===== src/rtl/decode_pkg.sv =====
// Decode-stage types shared by decode, the decoded-instruction queue and issue.
package decode_pkg;

  localparam int DIQ_DEPTH     = 8;
  localparam int DIQ_IN_WIDTH  = 2;
  localparam int DIQ_OUT_WIDTH = 2;

  typedef logic [$clog2(DIQ_DEPTH)-1:0] diq_ptr_t;

  typedef struct packed {
    logic [31:0] pc;
    logic [31:0] instr;
    logic [4:0]  rd;
    logic        in_delay_slot;
  } decode_data_t;

endpackage


===== src/rtl/decoded_instr_queue_popcount.sv =====
// Counts the contiguous run of set lanes starting at lane 0; contig drops on any gap.
module diq_popcount #(
  parameter int W = 2
) (
  input  logic [W-1:0]             vld,
  output logic [$clog2(W+1)-1:0]   cnt,
  output logic                     contig
);

  logic gap;

  always_comb begin
    cnt    = '0;
    contig = 1'b1;
    gap    = 1'b0;
    for (int i = 0; i < W; i++) begin
      if (vld[i]) begin
        if (gap) contig = 1'b0;
        else     cnt = ($clog2(W+1))'(i + 1);
      end else begin
        gap = 1'b1;
      end
    end
  end

endmodule


===== src/rtl/decoded_instr_queue.sv =====
// Multi-lane decode->issue FIFO: 1-cycle latency (0 when empty with DIQ_BYPASS_EN),
// in_ready needs IN_WIDTH free slots from current count only; flush empties the queue.
module decoded_instr_queue
  import decode_pkg::*;
#(
  parameter int DEPTH     = DIQ_DEPTH,
  parameter int IN_WIDTH  = DIQ_IN_WIDTH,
  parameter int OUT_WIDTH = DIQ_OUT_WIDTH
) (
  input  logic                               clk,
  input  logic                               resetn,
  input  logic                               flush,
  input  logic [IN_WIDTH-1:0]                in_valid,
  input  decode_data_t [IN_WIDTH-1:0]        in_data,
  output logic                               in_ready,
  output logic [OUT_WIDTH-1:0]               out_valid,
  output decode_data_t [OUT_WIDTH-1:0]       out_data,
  input  logic [$clog2(OUT_WIDTH+1)-1:0]     out_pop,
  output logic [$clog2(DEPTH+1)-1:0]         count
);

  localparam int PW = $clog2(DEPTH);
  localparam int CW = $clog2(DEPTH+1);
  localparam int IW = $clog2(IN_WIDTH+1);
  localparam int OW = $clog2(OUT_WIDTH+1);

  logic [PW-1:0] head;
  logic [PW-1:0] tail;
  decode_data_t  mem [DEPTH];

  logic [IW-1:0] in_cnt;
  logic          in_contig;
  logic [IW-1:0] push_cnt;
  logic [OW-1:0] avail_cnt;
  logic          avail_contig;

  diq_popcount #(.W(IN_WIDTH)) u_in_cnt (
    .vld    (in_valid),
    .cnt    (in_cnt),
    .contig (in_contig)
  );

  diq_popcount #(.W(OUT_WIDTH)) u_out_cnt (
    .vld    (out_valid),
    .cnt    (avail_cnt),
    .contig (avail_contig)
  );

  // No pop credit: readiness depends only on what is already stored.
  assign in_ready = (count <= CW'(DEPTH - IN_WIDTH));
  assign push_cnt = in_ready ? in_cnt : '0;

  always_comb begin
    out_valid = '0;
    out_data  = '0;
    for (int i = 0; i < OUT_WIDTH; i++) begin
      out_valid[i] = (count > CW'(i));
      out_data[i]  = mem[head + PW'(i)];
    end
`ifdef DIQ_BYPASS_EN
    if (count == '0 && !flush) begin
      out_valid = '0;
      out_data  = '0;
      for (int i = 0; i < ((IN_WIDTH < OUT_WIDTH) ? IN_WIDTH : OUT_WIDTH); i++) begin
        out_valid[i] = in_valid[i];
        out_data[i]  = in_data[i];
      end
    end
`endif
  end

  // Bypassed lanes are written too; advancing head by the pop count retires them at once.
  always_ff @(posedge clk or negedge resetn) begin
    if (!resetn) begin
      head  <= '0;
      tail  <= '0;
      count <= '0;
      for (int i = 0; i < DEPTH; i++) mem[i] <= '0;
    end else if (flush) begin
      head  <= tail;
      count <= '0;
    end else begin
      for (int i = 0; i < IN_WIDTH; i++) begin
        if (IW'(i) < push_cnt) mem[tail + PW'(i)] <= in_data[i];
      end
      tail  <= tail + PW'(push_cnt);
      head  <= head + PW'(out_pop);
      count <= count + CW'(push_cnt) - CW'(out_pop);
    end
  end

  always @(posedge clk) begin
    if (resetn && !flush) begin
      assert (!in_ready || in_contig);
      assert (avail_contig);
      assert (out_pop <= avail_cnt);
    end
  end

endmodule


===== config.mk =====
export PLATFORM = sky130hd
export DESIGN_NAME = decoded_instr_queue
export DESIGN_NICKNAME = d
export VERILOG_FILES = /design/src/rtl/decode_pkg.sv /design/src/rtl/decoded_instr_queue_popcount.sv /design/src/rtl/decoded_instr_queue.sv
export SDC_FILE = /design/constraint.sdc
export NUM_CORES = 2
export LEC_CHECK = 0
export BUFFER_PORTS_ARGS = -buffer_cell sky130_fd_sc_hd__buf_2
export CORE_ASPECT_RATIO = 0.5
export CORE_MARGIN = 2
export CORE_UTILIZATION = 58
export DETAILED_ROUTE_END_ITERATION = 8
export PLACE_DENSITY = 0.75
export SYNTH_ARGS = -nofsm -noshare
export SYNTH_HDL_FRONTEND = slang
export SYNTH_SLANG_ARGS = --single-unit

===== constraint.sdc =====
create_clock -name clk -period 5.88 [get_ports clk]
set_input_delay 0.588 -clock clk [delete_from_list [all_inputs] [get_ports clk]]
set_output_delay 0.588 -clock clk [all_outputs]
set_load 0.1 [all_outputs]

Yosys cells after proc, flatten, opt, wreduce, memory -nomap -nowiden
Index checks and enable logic that the tools add are counted.

cells by class
  add/sub/neg operators = 6
  magnitude comparators = 11
  muxes and demuxes = 21
  bitwise operators = 4
  reductions and logical operators = 2

operators with widths
  cell                                                             number
  2-to-1 mux 560 bit                                               3
  bitwise mux 560 bit                                              2
  binary-select mux 70 bit (select 3 bit)                          2
  demux 70 bit (select 3 bit)                                      2
  2-to-1 mux 70 bit                                                6
  >= comparator 4 bit (second input constant)                      4
  NOT 3 -> 4 bit                                                   4
  > comparator 4 x 1 -> 1 bit (second input constant)              2
  less-than comparator 4 x 1 -> 1 bit (second input constant)      2
  adder 3 x 1 -> 3 bit (second input constant)                     2
  adder 3 x 2 -> 3 bit                                             2
  2-to-1 mux 2 bit                                                 3
  adder 4 x 2 -> 4 bit                                             1
  less-or-equal comparator 4 x 3 -> 1 bit (second input constant)  1
  less-than comparator 1 x 2 -> 1 bit (first input constant)       2
  2-to-1 mux 4 bit                                                 1
  subtractor 4 x 2 -> 4 bit                                        1
  2-to-1 mux 3 bit                                                 1
  logical AND 1 bit                                                2
  2-to-1 mux 1 bit                                                 1

word-level totals
  bits in registers = 570
  input port bits = 147
  output and inout port bits = 147
  logic and storage cells = 79

Logic depth before layout (Yosys ltp)
  depth in word-level cells = 10
  depth in mapped cells = 15
  gate-level depth less buffers = 12

By module
A second synthesis with hierarchy kept.

unflattened totals
  cells, all modules = 2886
  area total of the unflattened synthesis = 33120.5 µm²

by module, submodules not included
  module               times used  cells an instance  area each (µm²)  sequential area each (µm²)
  decoded_instr_queue  1           2883               33101.7          14263.7
  diq_popcount         1           3                  18.8             0.0

Least setup slack after synthesis
Ideal clock, no wire load.

  path type = reg2reg
  start = reg count[3]
  end = reg count[3]
  library setup time = 0.132 ns
  data arrival time = 3.745 ns
  data required time = 5.748 ns
  setup slack = 2.003 ns
  stages on the path, launching flop included = 16
  path buffers = 3
  clock period less this slack = 3.877 ns
  cells stage by stage = dfrtp_1 > inv_1 > ha_1 > and3_1 > buf_2 > nor3b_1 > buf_2 > clkbuf_1 > nand2_1 > fa_1 > inv_1 > ha_1 > a21o_1 > a21oi_1 > xnor2_1 > nor2_1

between the ends
  word-level cells in the longest chain between the ends = 5

RTL lines
  element                                  RTL line                   text
  from (decl)                              decoded_instr_queue.sv:19  output logic [$clog2(DEPTH+1)-1:0] count
  from (signal assigned)                   decoded_instr_queue.sv:88  count <= count + CW'(push_cnt) - CW'(out_pop);
  less-or-equal comparator 4 x 3 -> 1 bit  decoded_instr_queue.sv:50  assign in_ready = (count <= CW'(DEPTH - IN_WIDTH));
  2-to-1 mux 2 bit                         decoded_instr_queue.sv:51  assign push_cnt = in_ready ? in_cnt : '0;
  adder 4 x 2 -> 4 bit (*)                 decoded_instr_queue.sv:88
  subtractor 4 x 2 -> 4 bit (*)            decoded_instr_queue.sv:88
  2-to-1 mux 4 bit (*)                     decoded_instr_queue.sv:79  end else if (flush) begin

Mark *: on every way between the ends. The rest lies on a longest branch, timed or not.
A chain may end at the register's enable or synchronous reset.

==> reports/summary.txt <==
Status: finished clean
Max stage delay on crit path: 0.95 ns
Skew-Pair Late Insertion Delay: 0.63 ns
Worst R2R Path Depth: 7
#FFs+latches synth: 570
Final setup fails: 0
Synth cell count leaders: dfrtp_1 (570), mux4_2 (280), o221a_1 (261), nand2_1 (214), clkbuf_1 (184)
Final Critical Period: 4.84 ns
Num rows: 62
# H-tree levels: 2
WL per Instance: 31.8 um
Reg area: 14,300 um^2
Final worst-path setup slack: 1.04 ns
CP Buf/Inv Count: 3
Reg2reg end: mem[503]
Die area: 60,800 um^2
TritonCTS sink count: 570
CTS resizes: 0
Root buffer selected by CTS: clkbuf_16
Hold path cells: 2
Synth async-reset ratio: 100%
Largest delay share family, worst path: buffers and inverters
Clock buffer depth: 3
Clock skew: 0.0289 ns
Final std cells w/o fill: 3,675
Post-synth top flop: dfrtp_1
Dominant cell by count in the synthesized netlist: dfrtp_1
Final net count: 3,018
Pin count of the biggest net entering global routing: 175
Crit end category: output pin
Min-delay src: in_data[108]
Synth Instances: 2,757
Die X: 347 um
Grt ovf: 0
Worst slew pin tran: 1.31 ns
DP HPWL: 64,700 um
Total Routing Usage GR: 38.6%
IO buf count: 293
Reg clk slew, reported paths: 0.07 ns
Min-Delay Path Class: primary input to flop
Antenna viol nets, final: 0
Share of cells above drive strength 1: 36.4%
Avg Inst Size Synth: 12.4 um^2
Post-Route WL: 117,000 um
Synth area leaders: dfrtp_1 (42%), mux4_2 (18%), o221a_1 (8.6%)
Leading area contributor after synthesis: dfrtp_1
Post-synthesis cell area: 34,100 um^2
Unrepaired setup endpoints after global routing: false
IO Pins: 294
Filler cells: 4,327
Worst path arrival time: 4.26 ns
Initial Util: 59.1%
Die H: 175 um
Synth top area share: 41.8%
Kind of critical path: flop to output pin
Dpl cells: 3,570
Crit-path slowest cell: dfrtp_4
Slew headroom: 11.9%
First-pass GRT wire length: 179,000 um
Final period utilization: 82.4%
Final hold violation count: 0
Reg-to-reg slack, setup: 1.81 ns
Setup tns final: 0 ns
DP Worst Slack: 1.75 ns
Cells along the critical path: buf_4 -> buf_4 -> mux4_2 -> mux2_2 -> buf_2
EDFF count, synth: 0
WP depth: 5
Max-Cap Viols: 0
Area delta synth->final: 10.7%
Most used cell, CP: buf_4
Post-route DRC: 0
Register area share after synthesis: 41.8%
FF-to-FF Start: count[3]
Initial antenna violation count: 18
Multi-input combinational cell area: 18,700 um^2
Slew Viols, Final: 0
Ys Warns: 0
Vias per std cell: 7.71
CP required: 5.29 ns
First-pass DRT Iterations: 6
Post-CTS setup buffer count: 0
Worst Hold Margin: 0.220 ns
Worst Hold End: mem[388]
Fmax: 206 MHz
DR iter-0 viols: 3,928
Syn Nets: 2,919
CP Max Fanout: 49
Vias after detailed routing: 28,300
CTS tree: done
Total CTS buffers: 51
Number of global-route vias before repair: 28,700
GP Congestion: 0.871
CORE AREA: 57,700 um^2
Type of origin of the critical path: flop
Synth cell types: 55
## layout by cell type (no fill, tap or decap), drive strengths merged, types with 2 or more instances in the layout
cell	count
clkinvlp	5
diode	13
mux2	141
ha	11
or3b	4
o21ai	4
o21a	8
a21o	4
bufinv	3
fa	4
clkbuf	77
nand2b	4
or3	2
nor4	7
nor3	5
buf	354
or2	72
a22oi	6
xor2	3
nor2	151
o211a	4
clkinv	6
nand4b	2
dfrtp	570
mux4	280
nor2b	4
inv	15
and2	132
nand4	6
xnor2	4
a221oi	70
nand2	214
a221o	129
o221a	351
a21oi	75
nand3	157
o22ai	2
## cell families (layout without fill, tap and decap cells)
logic type | Yosys count | after routing | share of synthesized area [%]
XOR/XNOR | 7 | 7 | 0.224
other | 0 | 13 | 0
buffers and inverters | 324 | 461 | 4.08
AND/OR/NAND/NOR | 764 | 764 | 11.1
flip-flops | 570 | 570 | 41.8
AO/OA/AOI/OAI | 655 | 655 | 19.0
adder cells (fa/ha/maj) | 15 | 15 | 0.639
multiplexers | 422 | 422 | 23.2
## registers in the layout, summed over array words and instances, names as in the netlist
name / cells
count: 4
head: 3
mem: 560
tail: 3
## per-stage QoR
step / util (%) / instance area (um^2)
3_3_place_gp: 62.4 / 36000
2_1_floorplan: - / 34100
3_5_place_dp: 62.4 / 36000
5_1_grt: 65.4 / 37800
6_report: 65.4 / 37800
4_1_cts: 65.4 / 37700
## worst max path at each step
| stage | slack [ns] | from | to |
|---|---|---|---|
| 6_report | 1.04 | head[1] | out_data[31] |
| 3_5_place_dp | 1.75 | head[1] | out_data[33] |
| 2_1_floorplan | 2.00 | count[3] | count[3] |
| 4_1_cts | 1.10 | head[1] | out_data[31] |
| 3_3_place_gp | 1.80 | head[1] | out_data[33] |
| 5_1_grt | 1.01 | head[1] | out_data[31] |
## layout make-up
cell class / instances / share of cell area (%)
multi-input cells: 1863 / 49.5
flip-flops and latches: 570 / 37.8
repair buffers: 355 / 5.50
clock buffers: 77 / 3.99
well taps: 768 / 2.55
clock inverters: 14 / 0.467
inverters: 15 / 0.149
diodes: 13 / 0.0862
## routing by layer
| layer | vias to the layer above | share of wire (%) | track usage [%] |
|---|---|---|---|
| met1 | 14400 | 37 | 52.3 |
| met5 | - | 0.032 | 0 |
| met4 | 8 | 4.1 | 17.0 |
| li1 | 11300 | - | - |
| met2 | 2239 | 46 | 58.0 |
| met3 | 394 | 14 | 11.9 |
## worst reg2reg max path, cell delays in order (launching register included)
cell     delay [ns]
dfrtp_1        0.38
inv_1          0.09
ha_1           0.21
and3_1         0.46
nor3b_2        1.07
nand3_4        0.64
buf_4          0.68
o221a_1        0.44
## what timing repair did
action                                  CTS  global route
endpoints found under the setup margin    0             0
hold buffers                              1             0
endpoints found under the hold margin    41             0
Power is not shown: default switching activity piles up to over one toggle a cycle in this logic, so the estimate is an artifact.
